### src/rtl/instruction_controller.sv
`default_nettype none
// ============================================================================
// Module      : instruction_controller
// Description : Multi-cycle control unit for a small register-bank processor.
//               Latches a 9-bit instruction (III XXX YYY) on a run request in
//               IDLE, then sequences T1..T3 and decodes the bank, ALU and bus
//               mux controls from the state and the latched instruction.
//               Optional feature: define INSTRUCTION_CONTROLLER_MVNZ_EN to
//               compile in opcode 100 (mvnz, move if R is non-zero).
// Ports       : clock     - rising-edge clock
//               reset_n   - synchronous active-low reset
//               run       - start request, sampled only in IDLE
//               ir_data   - instruction: opcode [8:6], rX [5:3], rY [2:0]
//               r_zero    - R holds zero (mvnz only)
//               enable    - one-hot register write-enable to the bank
//               enable_a  - load A from the bank output
//               enable_r  - load R from the ALU
//               reg_num   - bank read select (0 when no read is active)
//               sel_din   - bus mux selects immediate data input
//               sel_r     - bus mux selects R
//               alu_sub   - ALU subtracts when high, adds when low
//               done      - pulse in the final cycle of an instruction
//               busy      - state is not IDLE
// Revision    : 1.0 - initial release
// ============================================================================
module instruction_controller (
    input  logic       clock,
    input  logic       reset_n,
    input  logic       run,
    input  logic [8:0] ir_data,
    input  logic       r_zero,
    output logic [7:0] enable,
    output logic       enable_a,
    output logic       enable_r,
    output logic [2:0] reg_num,
    output logic       sel_din,
    output logic       sel_r,
    output logic       alu_sub,
    output logic       done,
    output logic       busy
);

    localparam logic [1:0] c_st_idle = 2'd0;
    localparam logic [1:0] c_st_t1   = 2'd1;
    localparam logic [1:0] c_st_t2   = 2'd2;
    localparam logic [1:0] c_st_t3   = 2'd3;

    localparam logic [2:0] c_op_mv   = 3'b000;
    localparam logic [2:0] c_op_mvi  = 3'b001;
    localparam logic [2:0] c_op_add  = 3'b010;
    localparam logic [2:0] c_op_sub  = 3'b011;
`ifdef INSTRUCTION_CONTROLLER_MVNZ_EN
    localparam logic [2:0] c_op_mvnz = 3'b100;
`endif

    logic [1:0] r_state;
    logic [8:0] r_instr;

    logic [2:0] w_op;
    logic [2:0] w_rx;
    logic [2:0] w_ry;
    logic [7:0] w_rx_onehot;
    logic       w_is_alu;

    assign w_op        = r_instr[8:6];
    assign w_rx        = r_instr[5:3];
    assign w_ry        = r_instr[2:0];
    assign w_rx_onehot = 8'd1 << w_rx;
    assign w_is_alu    = (w_op == c_op_add) || (w_op == c_op_sub);

`ifndef INSTRUCTION_CONTROLLER_MVNZ_EN
    // r_zero only matters for mvnz; keep it visibly consumed in this build.
    logic w_unused;
    assign w_unused = r_zero;
`endif

    // State and instruction register. The instruction is captured only on an
    // IDLE start so later changes on ir_data cannot disturb a running decode.
    always_ff @(posedge clock) begin
        if (!reset_n) begin
            r_state <= c_st_idle;
            r_instr <= 9'd0;
        end else begin
            case (r_state)
                c_st_idle: begin
                    if (run) begin
                        r_instr <= ir_data;
                        r_state <= c_st_t1;
                    end
                end
                c_st_t1: r_state <= w_is_alu ? c_st_t2 : c_st_idle;
                c_st_t2: r_state <= c_st_t3;
                c_st_t3: r_state <= c_st_idle;
                default: r_state <= c_st_idle;
            endcase
        end
    end

    // Output decode. Gating with reset_n keeps every output low for the whole
    // reset interval, including the cycle before the reset edge lands.
    always_comb begin
        enable   = 8'd0;
        enable_a = 1'b0;
        enable_r = 1'b0;
        reg_num  = 3'd0;
        sel_din  = 1'b0;
        sel_r    = 1'b0;
        alu_sub  = 1'b0;
        done     = 1'b0;
        busy     = 1'b0;
        if (reset_n) begin
            case (r_state)
                c_st_t1: begin
                    busy = 1'b1;
                    case (w_op)
                        c_op_mv: begin
                            reg_num = w_ry;
                            enable  = w_rx_onehot;
                            done    = 1'b1;
                        end
                        c_op_mvi: begin
                            sel_din = 1'b1;
                            enable  = w_rx_onehot;
                            done    = 1'b1;
                        end
                        c_op_add, c_op_sub: begin
                            reg_num  = w_rx;
                            enable_a = 1'b1;
                        end
`ifdef INSTRUCTION_CONTROLLER_MVNZ_EN
                        c_op_mvnz: begin
                            if (!r_zero) begin
                                reg_num = w_ry;
                                enable  = w_rx_onehot;
                            end
                            done = 1'b1;
                        end
`endif
                        default: done = 1'b1;
                    endcase
                end
                c_st_t2: begin
                    busy     = 1'b1;
                    reg_num  = w_ry;
                    enable_r = 1'b1;
                    alu_sub  = (w_op == c_op_sub);
                end
                c_st_t3: begin
                    busy   = 1'b1;
                    sel_r  = 1'b1;
                    enable = w_rx_onehot;
                    done   = 1'b1;
                end
                default: ;
            endcase
        end
    end

endmodule
`default_nettype wire

### config.mk
export PLATFORM = sky130hd
export DESIGN_NAME = instruction_controller
export DESIGN_NICKNAME = d
export VERILOG_FILES = /design/src/rtl/instruction_controller.sv
export SDC_FILE = /design/constraint.sdc
export NUM_CORES = 1
export LEC_CHECK = 0
export BUFFER_PORTS_ARGS = -buffer_cell sky130_fd_sc_hd__buf_2
export CORE_MARGIN = 5
export CORE_UTILIZATION = 45
export DETAILED_ROUTE_END_ITERATION = 10
export PLACE_DENSITY = 0.76
export SLEW_MARGIN = 0
export SYNTH_ARGS = -nofsm -noshare
export SYNTH_HDL_FRONTEND = slang
export SYNTH_SLANG_ARGS = --single-unit
### constraint.sdc
create_clock -name clock -period 2.6 [get_ports clock]
set_input_delay 0.52 -clock clock [delete_from_list [all_inputs] [get_ports clock]]
set_output_delay 0.52 -clock clock [all_outputs]
set_load 0.05 [all_outputs]
After elaboration in Yosys (flattened, before gate mapping) --
Index checks and enable logic that the tools add are counted.
Operators by class: add/sub/neg operators 0, multiply operators 0, divide/modulo/power cells 0, $lt $le $gt $ge 0, equal/unequal tests 7, shift operators 1, multiplexer cells 26, bitwise operators 0, reduce and logical (&&, ||, !) cells 7
Operators with widths (count):
- two-way mux 1 bit | 16
- two-way mux 8 bit | 2
- case mux 8 bit (2 select lines) | 1
- case mux 3 bit (2 select lines) | 2
- case mux 2 bit (4 select lines) | 1
- << shifter 1 x 3 -> 8 bit, first input constant | 1
- equality test 3 x 2 -> 1 bit, second input constant | 2
- equality test 2 bit, second input constant | 2
- two-way mux 2 bit | 2
- OR reduction 2 bit | 2
- equality test 3 x 1 -> 1 bit, second input constant | 1
- logical NOT 3 bit | 1
- two-way mux 3 bit | 1
- OR reduction 3 bit | 1
- equality test 2 x 1 -> 1 bit, second input constant | 1
- logical NOT 2 bit | 1
- != test 2 bit, second input constant | 1
- case mux 1 bit (2 select lines) | 1
- AND reduction 2 bit | 1
- logical OR 1 bit | 1
Storage, ports and cells: flip-flop bits (word level) 11, bits in latches 0, memory bits (writable) 0, memory bits (read-only) 0, input port bits 13, output and inout port bits 18, logic and storage cells 43, memories 0

Depth between registers and ports, before layout --
Gate-level depths: netlist of run 1.
word-level depth 5, depth in mapped cells 6

Worst setup path before layout of run 1 --
Ideal clock, no wire load.
path type flip-flop to output port, start register with a tool-made name, end output enable[6], data arrival time 2.013 ns, data required time 2.080 ns, setup slack 0.067 ns, cell stages (with the launch flop) 6, buffers on the path 0, cells stage by stage dfxtp_1 inv_1 ha_1 nor3b_2 o21ai_1 nor3_1
RTL lines:
- end, declared | RTL line 32 | output logic [7:0] enable,

Final worst setup path of run 1 --
start register r_state[0], end output reg_num[1]
Between the ends: word-level cells in the longest chain between the ends 3, elaborated cells between the ends (all ways) 4, classes of those cells 2 x eq/ne; 2 x mux
RTL lines:
- start, declared | RTL line 56 | logic [1:0] r_state;
- start signal, assigned | RTL line 81 | r_state <= c_st_idle;
- start signal, assigned | RTL line 88 | r_state <= c_st_t1;
- start signal, assigned | RTL line 91 | c_st_t1: r_state <= w_is_alu ? c_st_t2 : c_st_idle;
- equality test 2 bit / equality test 2 x 1 -> 1 bit (equally long branches) | RTL line 112 | case (r_state)
- case mux 3 bit (2 select lines) (*) | RTL line 112
- two-way mux 3 bit (*) | RTL line 111 | if (reset_n) begin
- end, declared | RTL line 35 | output logic [2:0] reg_num,
Every way passes the cells marked *; elsewhere a longest branch is shown, timed or not.

==> run metrics, run 1 <==
adder-cell share of the synthesized area ~8.7%; synth warn 0; number of max-cap violations 0; GRT Total Usage between 10 and 15%; CP required ~2.1 ns; Post-Syn Area just over 700 um2; cts-stage hold buffer count 0; xor/xnor share of the synthesized area 0%; WP data arrival about 1.8 ns; gpl congestion between 0.7 and 0.8; number of hold violations in the final report 0; power share of the sequential group 47.5%; CTS buffer count 3; CTS tree yes; fin area 902 um2; Avg Inst Size Synth roughly 7.6 um2; Period minus WS final roughly 2.3 ns; vias in the first global route about 630; CP Max Fanout 6; post-synthesis mux area share 0%; Fmax between 0.4 and 0.5 GHz; setup repair bufs after CTS 0; Internal 0.276 mW; Yosys cell types 27; # DRC 0; worst slew pin tran 0.402 ns; Crit path max-delay family flip-flops; Buf+Inv Stages, Crit Path 1; pin count of the biggest net entering global routing 23; simple-gate share of the synthesized area 37.7%; Worst path slowest cell dfxtp_1; Final Power roughly 0.41 mW; routed len/inst around 12 um; P&R area growth vs syn 25.2%; Die W approximately 50 um; commonest non-fill, non-tap cell in the layout buf_2; Antenna diodes 0; footprint of the multi-input gates about 470 um2; Mapped Cells 95; leak pwr between 0.4 and 0.5 nW; Die ar. around 2500 um2; CP startpoint kind flip-flop; post_cts resized 0; most frequent cells in the layout buf_2 (29), nand2_1 (16), dfxtp_1 (11); layout net count between 100 and 150; RSZ-0062 raised after global routing no; combinational share of power between 20% and 30%; reg2reg setup slack between 1 and 1.5 ns; H-tree depth 1; Clock Power Share ~28%; std cell rows 14; clk slew on worst S/H paths 0.07 ns; Synth Area in Compound Gates about a fifth; Initial DRT Pass Iterations 2; run status completed; CTS Buffer Depth 2; Tcrit/Tclk final around 89%; Core Region 1510 um2; grt total ovfl 0; Hold WC Path Type reg2reg; Port Buffers 29; PD cells approximately 450 nW/um2; Net Sw Frac about 32%; layout cells sized above 1 between 30 and 40%; Hold WS around 0.46 ns; die height 50.0 um; filler cell count 150; Routed WL 1.63 mm; worst vdd ir approximately 0.00026 V; Net Sw Power 0.131 mW; CP Capture Type output pin; CP Class reg2out; Starting Density 47.8%; clock sinks 11; Fin Setup TNS 0 ns; Relative slew margins 73.2%; FF+latch count, synth 11; Post-DRT Antenna Nets 0; largest stage delay on the critical path about 0.43 ns; syn nets around 110; DR vias ~730; main combinational cell family by area after synthesis simple AND/OR/NAND/NOR gates; Worst Skew around 0.0014 ns; Root Buffer clkbuf_4; first-pass GRT wire length between 2 and 3 mm; vias per std cell just over 5; FF+latch area approximately 220 um2; Setup-failing EPs final 0; Core Util, Final about three fifths; critical-path cell list ha_1 -> nor4b_2 -> o21ai_0 -> a21oi_1 -> buf_2; num ports 31; HPWL after DPL between 1 and 1.5 mm; Placement Cell Area 876 um2; Clock Latency Late Sink 0.26 ns; DRC violation total after the first TritonRoute iteration 6; Seq/Total Area, Yosys a little under a third; antenna violations before repair 0; Max Transition Viols Final 0
-- worst min-delay path: cells and delay by family, from the launching register on --
kind               cells  cell delay [ns]
AOI/OAI and AO/OA      1             0.06
and+or+nand+nor        1             0.05
DFF                    1             0.31
-- layer usage --
| layer | routed length, um | global-route usage (%) | up-vias |
|---|---|---|---|
| li1 | - | - | 386 |
| met1 | 713 | 15.5 | 320 |
| met4 | 13 | 6.55 | 0 |
| met5 | 0 | 0 | - |
| met3 | 139 | 3.61 | 2 |
| met2 | 767 | 22.2 | 23 |
-- stage by stage --
step                      instances  setup WS [ns]
after floorplan                  95         0.0669
after global placement          137          0.621
after detailed placement        137          0.575
after CTS                       141          0.279
after global routing            141         0.0701
final                           141          0.289
-- worst paths after layout --
check	startpoint	endpoint	cells after the start
worst max-delay path	r_state[0]	reg_num[1]	5
worst min-delay path	r_instr[1]	r_instr[1]	2
worst max register to register	r_state[0]	flip-flop	5
worst min register to register	r_instr[1]	r_instr[1]	2
-- power by group through the flow --
stage | clock network (mW) | logic (mW) | registers (mW)
detailed placement | 0 | 0.101 | 0.197
CTS | 0.120 | 0.101 | 0.193
global placement | 0 | 0.0977 | 0.197
finish | 0.114 | 0.0995 | 0.194
floorplan | 0 | 0.0764 | 0.194
global route | 0.128 | 0.111 | 0.196
-- synth_stat cells --
library cell,n,area share [%]
buf_2,2,1.4
nor4b_2,1,2.1
nand3b_1,1,1.0
a21boi_0,9,9.4
nand2b_1,2,1.7
clkbuf_1,2,1.0
nand2_1,16,8.3
o21bai_1,1,1.0
nor3_1,3,2.1
nor2b_1,2,1.7
and2_1,2,1.7
ha_1,5,8.7
o21a_1,1,1.0
dfxtp_1,11,31
and3_1,2,1.7
nor2_1,7,3.6
o21ai_0,3,2.1
nor3b_2,1,1.7
o21ai_1,1,0.69
and3b_4,1,1.7
or3b_1,1,1.2
o211a_1,1,1.4
nand2_2,1,0.87
nand3_1,10,6.9
a21oi_1,5,3.5
and2_2,1,1.0
inv_1,3,1.6
-- cell families after synthesis --
group                      after synthesis
and+or+nand+nor                         51
AOI/OAI and AO/OA                       21
DFF                                     11
buffers and inverters                    7
adders and majority gates                5
-- state kept, by name (all words and copies together), names as in the netlist, named ones only --
register / count
r_instr: 9
r_state: 1
-- final cells by class --
| type | instances | share of cell area (%) |
|---|---|---|
| clock buffers | 4 | 2.91 |
| multi-input cells | 77 | 52.3 |
| inverters | 3 | 1.25 |
| well taps | 16 | 2.22 |
| flip-flops and latches | 11 | 24.4 |
| repair buffers | 30 | 16.9 |
Power figures use the tool's default switching activity.
==> run 2, diff against run 1 <==
--- a/config.mk
+++ b/config.mk
@@ -7,9 +7,9 @@
 export LEC_CHECK = 0
 export BUFFER_PORTS_ARGS = -buffer_cell sky130_fd_sc_hd__buf_2
 export CORE_MARGIN = 5
-export CORE_UTILIZATION = 45
+export CORE_UTILIZATION = 49
 export DETAILED_ROUTE_END_ITERATION = 10
-export PLACE_DENSITY = 0.76
+export PLACE_DENSITY = 0.82
 export SLEW_MARGIN = 0
 export SYNTH_ARGS = -nofsm -noshare
 export SYNTH_HDL_FRONTEND = slang
==> run 2 against run 1 <==
  * Cell area fell by 0.14%
  * Critical path type unchanged
  * Highest routed layer unchanged
  * Core utilization rose by 6.8 points
  * Largest cell class unchanged
  * Critical path depth rose by 1
==> run metrics, run 2 (synthesized netlist as in run 1, its figures left out) <==
WP data arrival ~1.8 ns; Worst Setup Slack, final ~0.29 ns; number of max-cap violations 0; CP Max Fanout 4; CTS buffer count 3; placed insts approximately 140; depth of the worst hold-timing path 2; setup repair bufs after CTS 0; HPWL after DPL ~1.3 mm; Placement Cell Area approximately 900 um2; critical-path cell list inv_1 -> ha_1 -> nor4b_2 -> o21ai_0 -> a21oi_1 -> buf_2; top flop regs r_instr x9, r_state x1; Worst Skew about 0.0034 ns; Final Power roughly 0.4 mW; first-pass GRT wire length between 2 and 3 mm; Setup-failing EPs final 0; Die ar. between 2000 and 2500 um2; CP startpoint kind flip-flop; Crit path max-delay family buffers and inverters; RSZ-0062 raised after global routing no; CP Capture Type output pin; H-tree depth 1; P&R area growth vs syn 25.0%; PD cells 452 nW/um2; Die W between 40 and 50 um; CP Class reg2out; Core Region between 1000 and 1500 um2; vias in the first global route around 690; grt total ovfl 0; CTS Buffer Depth 2; clock sinks 11; Root Buffer clkbuf_4; DRC violation total after the first TritonRoute iteration 7; Hold EP r_instr[0]; Fmax about 0.43 GHz; Clock Power Share about 28%; Starting Density a little over half; run status completed; num ports 31; # DRC 0; CP required approximately 2.1 ns; Tcrit/Tclk final between 80% and 90%; die height 48.4 um; Non-Filler Instances 140; worst hold start r_instr[0]; antenna violations before repair 0; Net Sw Frac roughly a third; Port Buffers 29; power share of the sequential group 47.6%; max reg flops 9; combinational share of power roughly 25%; pin count of the biggest net entering global routing 23; Net Sw Power 0.131 mW; Period minus WS final ~2.3 ns; layout net count approximately 140; Relative slew margins between 70 and 80%; vias per std cell ~5.4; Internal 0.276 mW; routed len/inst 12.3 um; Reg with most FFs r_instr; gpl congestion approximately 0.83; Initial DRT Pass Iterations 4; Buf+Inv Stages, Crit Path 2; most frequent cells in the layout buf_2 (29), nand2_1 (16), dfxtp_1 (11); Worst Reg-to-Reg Cells 5; Routed WL approximately 1.7 mm; reg2reg setup slack ~1.0 ns; leak pwr about 0.42 nW; cts-stage hold buffer count 0; Max Transition Viols Final 0; pre-CTS setup slack ~0.60 ns; layout cells sized above 1 around 30%; DR vias 752; largest stage delay on the critical path 0.33 ns; Fin Setup TNS 0 ns; commonest non-fill, non-tap cell in the layout buf_2; worst vdd ir 0.000320 V; worst slew pin tran 0.397 ns; Hold WS approximately 0.47 ns; number of hold violations in the final report 0; Worst path slowest cell dfxtp_1; std cell rows 13; Antenna diodes 0; Core Util, Final about two thirds; clk slew on worst S/H paths about 0.060 ns; Critical R2R Launch r_state[0]; CTS tree yes; Clock Latency Late Sink ~0.27 ns; Hold WC Path Type reg2reg; fin area roughly 900 um2; Post-DRT Antenna Nets 0; post_cts resized 0; GRT Total Usage about 15%
## run 2: cell type report
type | instances | area (um2)
Clock buffer | 4 | 26.3
Fill cell | 131 | 449
Multi-Input combinational cell | 77 | 472
Timing Repair Buffer | 30 | 153
Sequential cell | 11 | 220
Inverter | 3 | 11.3
Tap cell | 15 | 18.8
## run 2: how the worst max path moves through the flow
| stage | end | cells past startpoint | slack (ns) | start |
|---|---|---|---|---|
| after global placement | reg_num[0] | 6 | 0.63 | flip-flop |
| final | reg_num[2] | 6 | 0.29 | flip-flop |
| after floorplan | enable[6] | 5 | 0.07 | flip-flop |
| after global routing | reg_num[2] | 6 | 0.13 | flip-flop |
| after detailed placement | enable[6] | 6 | 0.60 | flip-flop |
| after CTS | enable[6] | 6 | 0.30 | flip-flop |
## run 2: layer usage
metal	part of all wire [%]	up-vias	track usage [%]
li1	-	383	-
met1	41	333	15.9
met2	47	31	25.7
met3	9.6	5	5.81
met4	2.6	0	9.68
met5	0	-	0
## run 2: worst register-to-register path: stages, from the launching register on
cell and delay (ns):
dfxtp_1 0.36, inv_1 0.12, ha_1 0.41, nand2b_1 0.18, and3_1 0.21, o21a_1 0.17
## run 2: power groups by stage
stage	clock network, mW	logic (mW)	registers, mW
detailed placement	0	0.100	0.197
floorplan	0	0.0764	0.194
global placement	0	0.0974	0.197
finish	0.114	0.0995	0.194
CTS	0.120	0.100	0.193
global route	0.127	0.110	0.196
